$ cat src/rtl/seg_scan_ctrl.sv
// seg_scan_ctrl: multiplexed common-anode seven-segment display controller.
// It stores one hex digit and one decimal point per digit, and has a BCD
// increment/clear engine. One decoder is shared by all digits, which are
// scanned one slot at a time. Each slot starts with a blanking interval to
// stop ghosting between digits.
//
// Ports:
//   clk, reset      clock; asynchronous active-high reset
//   wr_en/wr_addr   write wr_data/wr_dp into digit wr_addr (out-of-range ignored)
//   wr_data, wr_dp  digit value 0..F and decimal point (1 = lit)
//   inc             BCD-increment the whole display by one
//   clr             clear all digits and decimal points
//   blank_mask      1 = digit is never lit during its slot
//   seg             active-low segments {dp,g,f,e,d,c,b,a}
//   an              active-low digit enables, at most one low
//   digit_idx       digit currently being scanned
//   ovf             one-cycle pulse when inc wraps the display to zero
module seg_scan_ctrl #(
  parameter int unsigned NUM_DIGITS   = 4,
  parameter int unsigned PRESCALE     = 1000,
  parameter int unsigned BLANK_CYCLES = 2,
  parameter int unsigned IDX_W        = $clog2(NUM_DIGITS)
) (
  input  logic                  clk,
  input  logic                  reset,
  input  logic                  wr_en,
  input  logic [IDX_W-1:0]      wr_addr,
  input  logic [3:0]            wr_data,
  input  logic                  wr_dp,
  input  logic                  inc,
  input  logic                  clr,
  input  logic [NUM_DIGITS-1:0] blank_mask,
  output logic [7:0]            seg,
  output logic [NUM_DIGITS-1:0] an,
  output logic [IDX_W-1:0]      digit_idx,
  output logic                  ovf
);

  localparam int unsigned CNT_W = (PRESCALE > 1) ? $clog2(PRESCALE) : 1;

  typedef enum logic {
    ST_BLANK = 1'b0,
    ST_DRIVE = 1'b1
  } state_e;

  state_e                     state_q, state_d;
  logic [CNT_W-1:0]           cnt_q, cnt_d;
  logic [IDX_W-1:0]           idx_q, idx_d;
  logic [NUM_DIGITS-1:0][3:0] dig_q, dig_d;
  logic [NUM_DIGITS-1:0]      dp_q, dp_d;
  logic [NUM_DIGITS-1:0]      an_q, an_d;
  logic [7:0]                 seg_q, seg_d;
  logic                       ovf_q, ovf_d;
  logic                       carry;
  logic                       terminal_c;

  // Hex to active-low {g,f,e,d,c,b,a}.
  function automatic logic [6:0] seg_decode(input logic [3:0] v);
    logic [6:0] s;
    case (v)
      4'h0: s = 7'h40;
      4'h1: s = 7'h79;
      4'h2: s = 7'h24;
      4'h3: s = 7'h30;
      4'h4: s = 7'h19;
      4'h5: s = 7'h12;
      4'h6: s = 7'h02;
      4'h7: s = 7'h78;
      4'h8: s = 7'h00;
      4'h9: s = 7'h10;
      4'hA: s = 7'h08;
      4'hB: s = 7'h03;
      4'hC: s = 7'h46;
      4'hD: s = 7'h21;
      4'hE: s = 7'h06;
      default: s = 7'h0E;
    endcase
    return s;
  endfunction

  assign terminal_c = (cnt_q == CNT_W'(PRESCALE - 1));

  // Prescaler, scan index and blank/drive FSM.
  always_comb begin
    cnt_d   = terminal_c ? '0 : cnt_q + CNT_W'(1);
    idx_d   = idx_q;
    state_d = state_q;
    if (terminal_c) begin
      idx_d = (idx_q == IDX_W'(NUM_DIGITS - 1)) ? '0 : idx_q + IDX_W'(1);
    end
    case (state_q)
      ST_BLANK: if (cnt_q == CNT_W'(BLANK_CYCLES - 1)) state_d = ST_DRIVE;
      ST_DRIVE: if (terminal_c) state_d = ST_BLANK;
      default:  state_d = ST_BLANK;
    endcase
  end

  // Digit storage: clr beats wr_en beats inc; losers are dropped.
  always_comb begin
    dig_d = dig_q;
    dp_d  = dp_q;
    ovf_d = 1'b0;
    carry = 1'b1;
    if (clr) begin
      dig_d = '0;
      dp_d  = '0;
    end else if (wr_en) begin
      for (int i = 0; i < NUM_DIGITS; i++) begin
        if (wr_addr == IDX_W'(i)) begin
          dig_d[i] = wr_data;
          dp_d[i]  = wr_dp;
        end
      end
    end else if (inc) begin
      // Ripple carry; any value >= 9 (including hex A..F) rolls to 0.
      for (int i = 0; i < NUM_DIGITS; i++) begin
        if (carry) begin
          if (dig_q[i] >= 4'd9) begin
            dig_d[i] = 4'd0;
          end else begin
            dig_d[i] = dig_q[i] + 4'd1;
            carry    = 1'b0;
          end
        end
      end
      ovf_d = carry;
    end
  end

  // Pin drive, registered one cycle behind the scan state.
  always_comb begin
    an_d  = '1;
    seg_d = 8'hFF;
    if (state_q == ST_DRIVE && !blank_mask[idx_q]) begin
      an_d[idx_q] = 1'b0;
      seg_d       = {~dp_q[idx_q], seg_decode(dig_q[idx_q])};
    end
  end

  always_ff @(posedge clk or posedge reset) begin
    if (reset) begin
      state_q <= ST_BLANK;
      cnt_q   <= '0;
      idx_q   <= '0;
      dig_q   <= '0;
      dp_q    <= '0;
      an_q    <= '1;
      seg_q   <= 8'hFF;
      ovf_q   <= 1'b0;
    end else begin
      state_q <= state_d;
      cnt_q   <= cnt_d;
      idx_q   <= idx_d;
      dig_q   <= dig_d;
      dp_q    <= dp_d;
      an_q    <= an_d;
      seg_q   <= seg_d;
      ovf_q   <= ovf_d;
    end
  end

  assign seg       = seg_q;
  assign an        = an_q;
  assign digit_idx = idx_q;
  assign ovf       = ovf_q;

endmodule

$ cat config.mk
export PLATFORM = sky130hd
export DESIGN_NAME = seg_scan_ctrl
export DESIGN_NICKNAME = d
export VERILOG_FILES = /design/src/rtl/seg_scan_ctrl.sv
export SDC_FILE = /design/constraint.sdc
export NUM_CORES = 1
export LEC_CHECK = 0
export ABC_CLOCK_PERIOD_IN_PS = 5900
export CORE_AREA = 2 2 100 102
export DETAILED_ROUTE_END_ITERATION = 10
export DIE_AREA = 0 0 102 104
export SLEW_MARGIN = 15
export SYNTH_ARGS = -nofsm -noshare
export SYNTH_HDL_FRONTEND = slang
export SYNTH_SLANG_ARGS = --single-unit
$ cat constraint.sdc
create_clock -name clk -period 5.9 [get_ports clk]
set_input_delay 1.18 -clock clk [delete_from_list [all_inputs] [get_ports clk]]
set_output_delay 1.18 -clock clk [all_outputs]
set_load 0.005 [all_outputs]
==> metrics <==
CTS clock-pin slew for the worst setup and hold paths=90 ps; final std cells w/o fill=443; GRT Total Usage=0.1208; Worst Setup Start Kind=primary input; total number of vias=2169; Setup CP Type=primary input to register; initial antenna violation count=0; # Max-Cap Violations=0; Vias/cell=4.896; worst skew pair latency=300 ps; post-CTS setup buffers=0; grt total ovfl=0; post-synthesis sequential area ratio=0.4140; Period minus WS final=3512 ps; PostCTS Resize Cnt=0; synth unique cells=48; Post-Syn Area=0.002816 sq mm; Pwr Density=234.6 mW/mm^2; CP max stage delay=1150 ps; CP required=6100 ps; DIE AREA=0.01061 sq mm; Clock power frac=0.302; switching power=0.0002317 W; synthesis-to-layout area growth=18.53%; number of core rows=36; ANT nets after route=0; I/O pin total=31; share of post-route cells with drive strength above 1=0.09032; Core Util, Final=0.3496; dpl cells=435; CTS tree=built; outcome=finished clean; EDFF count, synth=0; Starting Density=0.2949; DRC viols=0; ANT cells=0; cell family with most CP delay=buffers and inverters; cells along the critical path=clkdlybuf4s50_1 -> nor2b_1 -> nor3_1 -> o21ai_0 -> o21a_1; final period utilization=0.5953; final hold vios=0; Chip Height=104 microns; Clock Sink Count=46; CP Capture Type=register; Async SR Flop Fraction=1.000; hold buffer count at CTS=0; # setup viols final=0; sequential power share=0.477; DR iter-0 viols=94; Final Max Tran Viols=0; Synth Instances=283; Crit path arrival time=3710 ps; Comb pwr share=0.221; RSZ-0062 raised after global routing=false; LEAKAGE=1.370 nW; Core Region=0.009549 sq mm; number of global-route vias before repair=2156; Top FF cell, synth=dfrtp_1; dpl hpwl=4263 microns; port buffer count=30; TritonRoute pass-1 iters=4; worst clock skew=8.299 ps; syn_area_per_cell=9.952 sq um; fmax=0.2847 GHz; Pint=0.0005514 W; Worst Tran Pin Value=1022 ps; setup TNS=0 ps; worst vdd ir=0.09196 mV; Synth Net Count=323; #FFs+latches synth=46; Horiz. Die Dim=102 microns; Post-Route WL=6008 microns; Longest Clk Path Bufs=2; top fanout value on the critical path=30; slowest CP cell=clkdlybuf4s50_1; Final nets=349; mean routed wirelength per cell=13.56 microns; GPL Wtd Cong=0.8489; TritonCTS Buffers=5; max-slew headroom at the worst pin=0.3166; Sw Ratio=0.2958; H-tree depth=2; Hold WC Path Type=register to register; clock root buffer=clkbuf_8; largest net degree at the start of global routing=47; first-pass GRT wire length=10450 microns; Buffers & Inverters on Critical Path=1; Synth Warn #=0
-- state kept, by name, summed over array words and instances (netlist names) --
signal     cells
an             4
cnt_q         10
dig_q         16
digit_idx      2
dp_q           4
ovf            1
seg            8
state_q        1
-- per-layer routing --
layer  wire [microns]  vias up  GRT usage  part of all wire
li1                 -     1062          -                 -
met5                0        -          0                 0
met1             2987     1050     0.1751              0.50
met4               42        0    0.02571            0.0070
met2             2716       52     0.1870              0.45
met3              262        5    0.02285             0.044
-- area by class of cell --
class                           instances  area [sq um]
Fill cell                            1021          6211
Multi-Input combinational cell        197          1486
Sequential cell                        46          1166
Timing Repair Buffer                   30         300.3
Tap cell                              133         166.4
Inverter                               29         108.9
Clock buffer                            6         72.57
Clock inverter                          2         37.54
-- cell usage in the layout (no fill, tap or decap), drive strengths merged, types with 6 or more instances in the layout --
master         Yosys  routed
o31ai             12      12
o21a               7       7
nand2             22      22
mux4               6       6
dfstp             12      12
inv               29      29
dfrtp             34      34
clkbuf             6       6
nand3              7       7
ha                24      24
nor3               6       6
a31oi              8       8
a21oi             12      12
nor2              24      24
o21ai             14      14
clkdlybuf4s50      0      30
-- worst paths after layout --
check	start	endpoint	slack, ps	cells past startpoint
min in group asynchronous	reset	dig_q[3]	1410	2
max in group asynchronous	reset	dig_q[10]	3900	2
worst max register to register	digit_idx[0]	seg[4]	3520	3
worst max-delay path	wr_en	dig_q[3]	2390	5
worst min register to register	cnt_q[0]	cnt_q[0]	520	1
worst min-delay path	cnt_q[0]	cnt_q[0]	520	1
-- cells in the mapped netlist (3+ instances only) --
master,n,share of area
dfrtp_1,34,0.30
nor2_1,24,0.032
o221ai_1,3,0.0093
mux2i_1,5,0.018
a21oi_1,12,0.021
clkbuf_1,6,0.0080
mux4_1,4,0.037
ha_1,24,0.11
nand3_1,7,0.012
nor3_1,6,0.011
a21o_1,3,0.0080
a31oi_1,8,0.018
o21ai_0,14,0.025
xor2_1,4,0.012
dfstp_2,12,0.11
o211ai_1,3,0.0080
nand2b_1,5,0.011
nand4_1,3,0.0067
buf_2,3,0.0053
nand2_1,22,0.029
nor3b_1,4,0.011
o31ai_1,12,0.032
inv_1,29,0.039
o21a_1,7,0.019
-- kinds of logic (layout without fill, tap and decap cells) --
family | count (synthesis) | count (layout) | share of synthesized area
AND/OR/NAND/NOR | 82 | 82 | 0.1413
AO/OA/AOI/OAI | 74 | 74 | 0.1884
flip-flops | 46 | 46 | 0.4140
buffers and inverters | 40 | 67 | 0.05997
adder cells (fa/ha/maj) | 24 | 24 | 0.1066
multiplexers | 11 | 11 | 0.07108
XOR/XNOR | 6 | 6 | 0.01866
-- worst reg2reg max path: cells and delay by family (launching register included) --
family	cells	cell delay, ps
AO/OA/AOI/OAI	1	290
flip-flops	1	660
AND/OR/NAND/NOR	1	670
multiplexers	1	650
-- power groups by stage --
stage | logic (W) | registers, W | clock network, W
final | 0.000173 | 0.000374 | 0.000236
after global routing | 0.000198 | 0.000378 | 0.000258
after CTS | 0.000174 | 0.000374 | 0.000245
after detailed placement | 0.000173 | 0.000380 | 0
after global placement | 0.000169 | 0.000379 | 0
after floorplan | 0.000122 | 0.000370 | 0
-- stage by stage --
stage	total power [W]	worst slack, ps	instance area [sq um]	hold slack, ps
final	0.0007831	2388	3338	518.6
after CTS	0.0007933	2423	3333	518.3
after floorplan	0.0004921	3553	2816	477.7
after global placement	0.0005485	2159	3223	505.8
after global routing	0.0008340	2188	3338	562.4
after detailed placement	0.0005535	2108	3223	506.6
Power figures use the tool's default switching activity.
